===== config.mk =====
export PLATFORM = sky130hd
export DESIGN_NAME = btn_debounce
export DESIGN_NICKNAME = d
export VERILOG_FILES = /design/src/rtl/btn_debounce_pkg.sv /design/src/rtl/btn_debounce_ch.sv /design/src/rtl/btn_debounce.sv
export SDC_FILE = /design/constraint.sdc
export NUM_CORES = 1
export LEC_CHECK = 0
export ABC_AREA = 1
export CAP_MARGIN = 20
export CORE_MARGIN = 2
export CORE_UTILIZATION = 53
export DETAILED_ROUTE_END_ITERATION = 16
export GPL_TIMING_DRIVEN = 0
export PLACE_DENSITY = 0.75
export SETUP_SLACK_MARGIN = 0.4
export SYNTH_ARGS = -nofsm -noshare
export SYNTH_HDL_FRONTEND = slang
export SYNTH_HIERARCHICAL = 1
export SYNTH_SLANG_ARGS = --single-unit

===== constraint.sdc =====
create_clock -name clk_sys -period 1.57 [get_ports clk_sys]
set_input_delay 0.157 -clock clk_sys [delete_from_list [all_inputs] [get_ports clk_sys]]
set_output_delay 0.157 -clock clk_sys [all_outputs]
set_load 0.05 [all_outputs]

===== src/rtl/btn_debounce_pkg.sv =====
// Board-level constants shared by the button front end and its users.
package btn_debounce_pkg;

    localparam int unsigned NUM_BTN = 2;
    localparam logic [NUM_BTN-1:0] BTN_RST_LVL = '0;
    localparam int unsigned CLK_SYS_HZ = 25_000_000;

endpackage


===== src/rtl/btn_debounce_ch.sv =====
// One button channel: 2-FF synchronizer, stability counter, level and edge pulses.
module btn_debounce_ch #(
    parameter int unsigned DEB_TICKS = 16,
    parameter logic        RST_LVL   = 1'b0
) (
    input  logic clk_i,
    input  logic rst_ni,
    input  logic tick_i,
    input  logic btn_i,
    output logic level_o,
    output logic rise_o,
    output logic fall_o
);

    localparam int unsigned CntW = $clog2(DEB_TICKS + 1);
    localparam logic [CntW-1:0] CntMax = CntW'(DEB_TICKS - 1);

    logic            s1_q, s2_q;
    logic            level_q, level_d;
    logic            rise_q, rise_d;
    logic            fall_q, fall_d;
    logic [CntW-1:0] cnt_q, cnt_d;

    // Any sample matching the current level discards partial progress.
    always_comb begin
        level_d = level_q;
        cnt_d   = cnt_q;
        rise_d  = 1'b0;
        fall_d  = 1'b0;
        if (s2_q == level_q) begin
            cnt_d = '0;
        end else if (tick_i) begin
            if (cnt_q == CntMax) begin
                level_d = s2_q;
                cnt_d   = '0;
                rise_d  = s2_q;
                fall_d  = ~s2_q;
            end else begin
                cnt_d = cnt_q + 1'b1;
            end
        end
    end

    always_ff @(posedge clk_i or negedge rst_ni) begin
        if (!rst_ni) begin
            s1_q    <= RST_LVL;
            s2_q    <= RST_LVL;
            level_q <= RST_LVL;
            cnt_q   <= '0;
            rise_q  <= 1'b0;
            fall_q  <= 1'b0;
        end else begin
            s1_q    <= btn_i;
            s2_q    <= s1_q;
            level_q <= level_d;
            cnt_q   <= cnt_d;
            rise_q  <= rise_d;
            fall_q  <= fall_d;
        end
    end

    assign level_o = level_q;
    assign rise_o  = rise_q;
    assign fall_o  = fall_q;

endmodule


===== src/rtl/btn_debounce.sv =====
// Multi-channel button synchronizer/debouncer: shared tick prescaler plus per-channel logic.
module btn_debounce
    import btn_debounce_pkg::*;
#(
    parameter int unsigned       NUM_CH    = NUM_BTN,
    parameter int unsigned       DEB_TICKS = 16,
    parameter int unsigned       TICK_DIV  = CLK_SYS_HZ / 1000,
    parameter logic [NUM_CH-1:0] RST_LVL   = NUM_CH'(BTN_RST_LVL)
) (
    input  logic              clk_sys,
    input  logic              rst_sys_n,
    input  logic [NUM_CH-1:0] btn_i,
    output logic [NUM_CH-1:0] level_o,
    output logic [NUM_CH-1:0] rise_o,
    output logic [NUM_CH-1:0] fall_o
);

    logic tick;

    if (TICK_DIV == 1) begin : g_no_div
        assign tick = 1'b1;
    end else begin : g_div
        localparam int unsigned DivW = $clog2(TICK_DIV);
        localparam logic [DivW-1:0] DivMax = DivW'(TICK_DIV - 1);

        logic [DivW-1:0] div_q, div_d;

        always_comb begin
            div_d = (div_q == DivMax) ? '0 : div_q + 1'b1;
        end

        always_ff @(posedge clk_sys or negedge rst_sys_n) begin
            if (!rst_sys_n) begin
                div_q <= '0;
            end else begin
                div_q <= div_d;
            end
        end

        assign tick = (div_q == DivMax);
    end

    for (genvar i = 0; i < NUM_CH; i++) begin : g_ch
        btn_debounce_ch #(
            .DEB_TICKS(DEB_TICKS),
            .RST_LVL  (RST_LVL[i])
        ) u_ch (
            .clk_i  (clk_sys),
            .rst_ni (rst_sys_n),
            .tick_i (tick),
            .btn_i  (btn_i[i]),
            .level_o(level_o[i]),
            .rise_o (rise_o[i]),
            .fall_o (fall_o[i])
        );
    end

endmodule

==> run_results.csv, run 1 <==
group,metric,value,unit
place,dpl_worst_slack,-0.1201,ns
place,dp_hpwl,2.232,mm
timing,relSlewSlack,0.4992,
die,placementRows,21,
synthesis,syn-num-nets,238,
grt,grt_max_degree,36,
cells_and_area,layoutNonFillerInstCount,311,
power_and_ir_drop,intPower,1.244,mW
power_and_ir_drop,p_clk_frac,0.398,
critical_path,path_cells,"ha_4 > nand3_2 > nor2_2 > nand3_2 > clkinv_4 > nand2_4 > nor2_4 > nand4_1 > nand2_1",
route,drt_iter0_drc,78,
timing,worstMarginPinSlew,0.7512,ns
timing,drv_slew,0,
route,vias,1486,
route,drtAntennaViolNets,0,
power_and_ir_drop,ir_drop,0.5537,mV
critical_path,start_kind,"flip-flop",
synthesis,muxShareOfSynthArea,0,
die,dieArea,3842,µm²
synthesis,synth-xor-area-share,0.02458,
route,drc,0,
die,coreArea,3284,µm²
die,die_y,61.98,µm
critical_path,r2r-end,"g_ch[1].u_ch/level_o",
clock_network,clk_pin_slew,0.11,ns
cells_and_area,area_growth,24.86,%
synthesis,yosys.area_share.simple,0.3680,
cells_and_area,layout-drive-gt1-share,0.2717,
synthesis,synth-warning-count,6,
critical_path,worst-setup-path-type,"flip-flop to flip-flop",
synthesis,ys_ff_latch,35,
critical_path,path_max_fanout,7,
critical_path,critPathSlowestCell,"dfrtp_1",
hold_path,whs_path_depth,1,
timing,finalSetupViolCount,0,
cells_and_area,post-route-util,0.6773,
synthesis,synth_top_family_by_area,"simple AND/OR/NAND/NOR gates",
power_and_ir_drop,power_density,709.3,nW/µm²
cells_and_area,n_antenna_cell,0,
synthesis,synthCells,231,
route,wire_per_inst,10.67,µm
timing,fin_ws,0.1160,ns
power_and_ir_drop,leakagePower,1.162,nW
timing,fin_skew,0.01137,ns
place,port-buffer-count,9,
run_status,run_status,"finished clean",
critical_path,reg2reg_slack,0.12,ns
synthesis,syn_avg_cell_area,7.713,µm²
critical_path,rr_worst_depth,9,
clock_network,cts_buffers,5,
power_and_ir_drop,p_sw,0.3342,mW
synthesis,ys_types,21,
hold_path,hold_path_class,"primary input to flip-flop",
synthesis,synth_area,1782,µm²
critical_path,slowest_delay,0.42,ns
synthesis,synthAdderAreaFrac,0.02107,
cells_and_area,fillCellCount,282,
critical_path,cp_common_cell,"nand3_2",
die,start_util,0.5425,
timing,rsz0062_at_grt,"yes",
grt,antenna_found_initial,0,
clock_network,cts_max_level,2,
power_and_ir_drop,total_power,1.578,mW
place,placement.cell_area,1964,µm²
power_and_ir_drop,switching_share,0.2118,
timing,fmax,0.6878,GHz
flow_run,drv_cap,0,
route,firstDrtPassIters,4,
power_and_ir_drop,p_seq_frac,0.577,
place,dp.cells,286,
power_and_ir_drop,p_comb_frac,0.025,
grt,grt_pass1_vias,1265,
critical_path,cp_data_arrival_time,1.73,ns
clock_network,cts_sinks,35,
grt,grt_pass1_wl,5.423,mm
critical_path,cp-startpoint,"g_div.div_q[0]",
critical_path,crit_end,"g_ch[1].u_ch/level_o",
route,wl,3.318,mm
grt,globalRouteOverflowTotal,0,
synthesis,yosysSeqAreaShare,0.4916,
die,io_pins,10,
cells_and_area,final_net_count,272,
clock_network,clk-insertion-delay-late,0.34,ns
clock_network,cts_root_buf,"clkbuf_4",
synthesis,synth_compound_area_frac,0.02107,
cells_and_area,final_area,2225,µm²
critical_path,worstPathRequired,1.85,ns
clock_network,clock_path_buffers,2,
timing,period_share,0.9261,
grt,grt_util_all_layers,0.1984,
critical_path,crit_path_end_kind,"flip-flop",
route,vias_per_cell,4.778,
place,place_congestion,0.9107,
timing,hold_viol,0,
critical_path,rr_startpoint,"g_div.div_q[0]",
timing,fin_crit,1.454,ns
clock_network,cts_tree,"done",
die,die_w,61.98,µm
[worst min-delay path by stage]
stage / slack, ns / to / start
6_report: 0.24 / g_ch[1].u_ch/s1_q / btn_i[1]
3_3_place_gp: 0.33 / g_ch[1].u_ch/s2_q / g_ch[1].u_ch/s1_q
3_5_place_dp: 0.28 / g_ch[1].u_ch/s1_q / rst_sys_n
5_1_grt: 0.22 / g_ch[1].u_ch/s1_q / btn_i[1]
4_1_cts: 0.23 / g_ch[0].u_ch/s1_q / btn_i[0]
2_1_floorplan: -0.14 / g_ch[0].u_ch/cnt_q[0] / rst_sys_n
[layout by cell type, fill, tap and decap left out, types with 2 or more instances in the layout]
cell type,n
a21oi_2,2
buf_2,4
buf_4,13
buf_6,6
clkbuf_4,6
clkdlybuf4s50_1,2
dfrtp_1,33
dfrtp_2,2
ha_1,2
inv_1,27
inv_2,7
nand2_1,67
nand2_2,7
nand2_4,2
nand3_1,14
nand3_2,3
nand4_1,9
nor2_1,25
nor2_2,10
nor2_4,4
nor3_2,2
o21ai_1,3
xor2_1,5
[power by group through the flow]
stage          Sequential (mW)  Combinational (mW)  Clock [mW]
5_1_grt                  0.911              0.0474       0.695
6_report                 0.910              0.0396       0.629
3_5_place_dp             0.927              0.0378           0
4_1_cts                  0.910              0.0396       0.652
3_3_place_gp             0.927              0.0382           0
2_1_floorplan            0.927              0.0118           0
[stage by stage]
stage                     TNS (ns)  hold WS [ns]
final                            0        0.2444
after global routing             0        0.2187
after CTS                        0        0.2291
after detailed placement   -0.6115        0.2781
after global placement      -13.05        0.3329
after floorplan                  0       -0.1386
[state kept, by name, indices dropped and copies added, names as in the netlist]
signal and cells:
g_ch.u_ch/rise_o 2, g_ch.u_ch/cnt_q 10, g_div.div_q 15, g_ch.u_ch/s1_q 2, g_ch.u_ch/s2_q 2, g_ch.u_ch/level_o 2
g_ch.u_ch/fall_o 2
[cells in the mapped netlist]
cell | n | area (µm²)
a21oi_1 | 2 | 10.01
and3_1 | 1 | 6.260
dfrtp_1 | 35 | 875.8
ha_1 | 3 | 37.54
inv_1 | 30 | 112.6
inv_2 | 5 | 18.77
nand2_1 | 70 | 262.8
nand2_2 | 6 | 37.54
nand3_1 | 16 | 80.08
nand3_2 | 1 | 10.01
nand3b_1 | 1 | 7.510
nand4_1 | 9 | 56.30
nor2_1 | 30 | 112.6
nor2_2 | 7 | 43.79
nor2_4 | 2 | 22.52
nor3_1 | 2 | 10.01
o21ai_0 | 3 | 15.01
o21ai_1 | 1 | 5.000
o21bai_1 | 1 | 7.510
or2_1 | 1 | 6.260
xor2_1 | 5 | 43.79
[per-layer routing]
metal | GRT usage | share of wire | vias up
met5 | 0 | 0 | -
met4 | 0.07295 | 0.010 | 0
met3 | 0.06832 | 0.034 | 4
met2 | 0.3140 | 0.50 | 19
met1 | 0.2523 | 0.46 | 681
li1 | - | - | 782
[cell type report]
| type | count | area (µm²) | area share |
|---|---|---|---|
| inverter | 35 | 136.4 | 0.06131 |
| sequential | 35 | 878.3 | 0.3948 |
| clock buffer | 5 | 37.54 | 0.01687 |
| tap | 46 | 57.56 | 0.02587 |
| multi-input combinational | 161 | 854.6 | 0.3841 |
| timing repair buffer | 27 | 222.7 | 0.1001 |
| clock inverter | 2 | 37.54 | 0.01687 |
[logic make-up (layout without fill, tap and decap cells)]
kind of cell	count (synthesis)	count (layout)
buf+inv	35	69
fa+ha+maj	3	3
simple gates	146	146
compound gates	7	7
xor+xnor	5	5
flops	35	35
[critical path: cells and delay by family, from the launching register on]
family                     cells  cell delay [ns]
adders and majority gates      1             0.16
buffers and inverters          1             0.11
and+or+nand+nor                7             0.71
DFF                            1             0.42
[repair_timing]
action | CTS | global route
cloned | 0 | 0
buffers inserted | 10 | 7
gates resized for setup | 37 | 21
hold buffers | 1 | 0
hold endpoints to repair | 35 | 0
pin swaps | 6 | 7
setup endpoints to repair | 34 | 32
(Power assumes the default switching activity.)
==> inputs of run 2 (changes only) <==
Settings changed: REMOVE_ABC_BUFFERS set to 1.
==> run_results.csv, run 2 (synthesis gave the netlist of run 1 again) <==
group,metric,value,unit
run_status,run_status,"finished clean",
timing,rsz0062_at_grt,"yes",
place,dp.cells,286,
die,coreArea,3284,µm²
power_and_ir_drop,p_clk_frac,0.363,
timing,drv_slew,0,
critical_path,r2r-end,"g_ch[0].u_ch/cnt_q[2]",
route,drtAntennaViolNets,0,
grt,grt_pass1_wl,5.706,mm
hold_path,whs_path_depth,1,
cells_and_area,layout_common_cells,"nand2_1 (67), dfrtp_1 (34), inv_1 (29), nor2_1 (23), buf_4 (15)",
clock_network,cts_root_buf,"clkbuf_4",
cells_and_area,n_antenna_cell,0,
grt,grt_util_all_layers,0.2085,
grt,globalRouteOverflowTotal,0,
power_and_ir_drop,intPower,1.139,mW
die,die_y,61.98,µm
critical_path,start_kind,"flip-flop",
power_and_ir_drop,p_comb_frac,0.029,
hold_path,min_to,"g_ch[0].u_ch/s1_q",
cells_and_area,top_regs,"g_div.div_q (15), g_ch.u_ch/cnt_q (10)",
timing,worstMarginPinSlew,0.7648,ns
power_and_ir_drop,power_density,660.9,nW/µm²
route,vias,1557,
power_and_ir_drop,p_sw,0.3576,mW
route,drt_iter0_drc,139,
die,start_util,0.5425,
clock_network,cts_buffers,5,
die,placementRows,21,
clock_network,clk_pin_slew,0.12,ns
critical_path,worstPathRequired,1.82,ns
power_and_ir_drop,ir_drop,0.4532,mV
timing,period_share,0.9453,
timing,finalSetupViolCount,0,
hold_path,worstHoldStart,"btn_i[0]",
route,vias_per_cell,4.959,
grt,antenna_found_initial,0,
clock_network,cts_tree,"done",
critical_path,worst-setup-path-type,"flip-flop to flip-flop",
critical_path,cp_data_arrival_time,1.73,ns
timing,hold_viol,0,
place,place_congestion,0.8523,
timing,fin_crit,1.484,ns
clock_network,cts_sinks,35,
place,dp_hpwl,2.206,mm
timing,fmax,0.6738,GHz
critical_path,crit_path_end_kind,"flip-flop",
route,wire_per_inst,11.81,µm
route,firstDrtPassIters,4,
grt,grt_pass1_vias,1322,
power_and_ir_drop,p_seq_frac,0.608,
cells_and_area,area_growth,27.11,%
critical_path,reg2reg_slack,0.09,ns
route,wl,3.707,mm
clock_network,clock_path_buffers,2,
die,die_w,61.98,µm
cells_and_area,final_area,2265,µm²
place,port-buffer-count,9,
critical_path,rr_worst_depth,8,
grt,grt_max_degree,36,
timing,fin_skew,0.01426,ns
cells_and_area,layoutNonFillerInstCount,314,
clock_network,clk-insertion-delay-late,0.35,ns
cells_and_area,layout-drive-gt1-share,0.2910,
clock_network,cts_max_level,2,
place,placement.cell_area,1924,µm²
cells_and_area,final_net_count,274,
cells_and_area,top_register,"g_div.div_q",
cells_and_area,largest_register_ffs,15,
timing,relSlewSlack,0.4901,
cells_and_area,final_common_cell,"nand2_1",
critical_path,path_max_fanout,7,
power_and_ir_drop,leakagePower,1.175,nW
flow_run,drv_cap,0,
critical_path,rr_startpoint,"g_div.div_q[11]",
die,io_pins,10,
route,drc,0,
hold_path,hold_path_class,"primary input to flip-flop",
die,dieArea,3842,µm²
power_and_ir_drop,switching_share,0.2389,
## run 2: final cells by class
type                            count  area, µm²
Clock inverter                      2      16.27
Inverter                           35      136.4
Sequential cell                    35      877.1
Fill cell                         254       1020
Tap cell                           46      57.56
Multi-Input combinational cell    161      888.4
Clock buffer                        6      51.30
Timing Repair Buffer               29      237.7
## run 2: worst max path at each step
stage / slack [ns] / start / cells after the start / endpoint
floorplan: 0.03 / g_div.div_q[0] / 10 / g_ch[0].u_ch/level_o
global placement: -0.39 / rst_sys_n / 1 / g_ch[0].u_ch/s1_q
detailed placement: -0.22 / g_div.div_q[0] / 10 / g_ch[1].u_ch/level_o
CTS: 0.08 / g_div.div_q[1] / 10 / g_ch[1].u_ch/level_o
global route: -0.04 / g_div.div_q[11] / 8 / g_ch[0].u_ch/level_o
finish: 0.09 / g_div.div_q[11] / 8 / g_ch[0].u_ch/cnt_q[2]
## run 2: through the flow
stage	hold WS [ns]	worst slack [ns]	setup TNS, ns	total power [mW]	utilization
after floorplan	-0.1386	0.03324	0	0.9388	-
after global placement	0.3342	-0.3893	-15.25	0.9658	0.5874
after detailed placement	0.2680	-0.2171	-2.125	0.9651	0.5859
after CTS	0.2195	0.07807	0	1.518	0.6636
after global routing	0.2217	-0.03717	-0.08866	1.564	0.6895
final	0.2345	0.08587	0	1.497	0.6895
## run 2: critical path, stage by stage, from the launching register on
cell,delay [ns]
dfrtp_1,0.40
or2_1,0.23
nor2_1,0.12
nand3_2,0.13
clkinv_4,0.12
nand2_4,0.06
buf_4,0.15
o21ai_2,0.14
a21oi_2,0.05
## run 2: metal layers
metal / routed length, µm / GRT usage / vias up / part of all wire
met5: 0 / 0 / - / 0
met4: 24 / 0.08207 / 0 / 0.0065
met3: 161 / 0.06832 / 4 / 0.043
met2: 1975 / 0.3512 / 35 / 0.53
met1: 1545 / 0.2460 / 734 / 0.42
li1: - / - / 784 / -
## run 2: what timing repair did
action | in CTS | in global routing
setup buffers | 15 | 4
endpoints found under the setup margin | 35 | 32
hold endpoints to repair | 35 | 0
pin swaps | 16 | 17
hold buffers | 1 | 0
gates resized for setup | 58 | 15
## run 2: power by group through the flow
stage | Sequential, mW | Combinational [mW] | Clock [mW]
after detailed placement | 0.927 | 0.0376 | 0
after floorplan | 0.927 | 0.0118 | 0
after global placement | 0.927 | 0.0387 | 0
after CTS | 0.910 | 0.0412 | 0.567
after global routing | 0.911 | 0.0491 | 0.604
final | 0.911 | 0.0427 | 0.544
==> inputs of run 3 (changes only) <==
Settings changed: TNS_END_PERCENT set to 10.
==> run_results.csv, run 3 (synthesis gave the netlist of run 1 again) <==
group,metric,value,unit
grt,grt_pass1_wl,5.547,mm
cells_and_area,post-route-util,0.6587,
cells_and_area,layout-drive-gt1-share,0.2167,
route,met1_length,1.471,mm
grt,grt_max_degree,36,
timing,fin_skew,0.01504,ns
power_and_ir_drop,leakagePower,1.160,nW
clock_network,cts_tree,"done",
route,top_layer,"met4",
clock_network,cts_root_buf,"clkbuf_4",
clock_network,clk-insertion-delay-late,0.35,ns
route,vias_per_cell,4.932,
critical_path,worstPathRequired,1.81,ns
place,place_congestion,0.8523,
power_and_ir_drop,ir_drop,0.4878,mV
cells_and_area,top_register,"g_div.div_q",
route,wl_met3,108,µm
cells_and_area,area_growth,21.42,%
die,coreArea,3284,µm²
timing,finalSetupViolCount,0,
route,wl,3.429,mm
timing,period_share,0.9241,
route,drt_iter0_drc,86,
hold_path,hold_path_class,"primary input to flip-flop",
route,drtAntennaViolNets,0,
timing,relSlewSlack,0.5015,
clock_network,cts_sinks,35,
critical_path,path_max_fanout,4,
power_and_ir_drop,total_power,1.500,mW
clock_network,clk_pin_slew,0.12,ns
clock_network,cts_buffers,5,
timing,hold_viol,0,
route,met2_length,1.773,mm
route,vias,1524,
flow_run,drv_cap,0,
critical_path,worst-setup-path-type,"flip-flop to flip-flop",
route,firstDrtPassIters,4,
timing,worstMarginPinSlew,0.7477,ns
grt,antenna_found_initial,0,
cells_and_area,largest_register_ffs,15,
critical_path,start_kind,"flip-flop",
cells_and_area,final_net_count,269,
die,placementRows,21,
cells_and_area,final_common_cell,"nand2_1",
clock_network,cts_max_level,2,
cells_and_area,layout_common_cells,"nand2_1 (68), dfrtp_1 (34), inv_1 (29), nor2_1 (27), buf_4 (16)",
clock_network,clock_path_buffers,2,
grt,globalRouteOverflowTotal,0,
route,wire_per_inst,11.10,µm
critical_path,rr_worst_depth,8,
die,die_y,61.98,µm
die,die_w,61.98,µm
timing,rsz0062_at_grt,"yes",
grt,grt_util_all_layers,0.2020,
timing,fmax,0.6892,GHz
place,port-buffer-count,9,
route,drc,0,
die,io_pins,10,
timing,drv_slew,0,
place,dp_hpwl,2.206,mm
die,start_util,0.5425,
power_and_ir_drop,power_density,693.2,nW/µm²
grt,grt_pass1_vias,1337,
timing,whs,0.2284,ns
die,dieArea,3842,µm²
cells_and_area,top_regs,"g_div.div_q (15), g_ch.u_ch/cnt_q (10)",
run_status,run_status,"finished clean",
hold_path,whs_path_depth,1,
critical_path,cp_data_arrival_time,1.69,ns
critical_path,crit_path_end_kind,"flip-flop",
cells_and_area,n_antenna_cell,0,
timing,fin_crit,1.451,ns
-- run 3: changes by cell type in the layout (fill, tap and decap cells not counted), sizes merged --
cell / change
clkbuf: -1
buf: -8
dlygate4sd2: +4
-- run 3: what timing repair did --
item	CTS	global route
endpoints found under the hold margin	35	0
hold buffers	1	0
setup endpoints to repair	35	34
setup buffers	12	2
pin swaps	10	8
gates resized for setup	31	3
-- run 3: cell type report --
class                   instances  area [µm²]
fillers                       273        1121
flip-flops and latches         35       877.1
multi-input cells             161       834.6
repair buffers                 24       190.2
inverters                      35       136.4
well taps                      46       57.56
clock buffers                   6       51.30
clock inverters                 2       16.27
-- run 3: worst paths after layout --
kind                              startpoint           endpoint  slack [ns]
setup / recovery              g_div.div_q[0]     g_div.div_q[8]        0.12
hold / removal                      btn_i[0]  g_ch[0].u_ch/s1_q        0.23
setup reg to reg              g_div.div_q[0]     g_div.div_q[8]        0.12
hold reg to reg            g_ch[0].u_ch/s1_q  g_ch[0].u_ch/s2_q        0.37
max in group asynchronous          rst_sys_n     g_div.div_q[2]        0.67
min in group asynchronous          rst_sys_n     g_div.div_q[4]        0.39
-- run 3: where the power goes --
part / switching (mW) / total [mW] / internal [mW] / leakage (nW)
Sequential: 0.00395 / 0.910 / 0.906 / 0.464
Clock: 0.330 / 0.550 / 0.220 / 0.0345
Combinational: 0.0276 / 0.0390 / 0.0114 / 0.662
Total: 0.362 / 1.50 / 1.14 / 1.16
-- run 3: layer usage --
metal	vias to the layer above	global-route usage
met5	-	0
met4	0	0.1064
met3	11	0.05176
met2	31	0.3423
met1	707	0.2340
li1	775	-
-- run 3: per-stage QoR --
stage	worst slack [ns]	cells	cell area, µm²	TNS, ns
after CTS	0.06586	307	2138	0
final	0.1191	309	2163	0
after global placement	-0.3893	286	1929	-15.25
after detailed placement	-0.2171	286	1924	-2.125
after global routing	-0.008962	309	2163	-0.01579
after floorplan	0.03324	231	1782	0
-- run 3: worst max-delay path, cell delays in order (launching register included) --
cell	delay, ns
dfrtp_1	0.44
ha_4	0.18
buf_4	0.12
buf_4	0.14
nand2_2	0.10
nor2_4	0.05
nand2_1	0.07
xor2_1	0.18
nor2_2	0.05
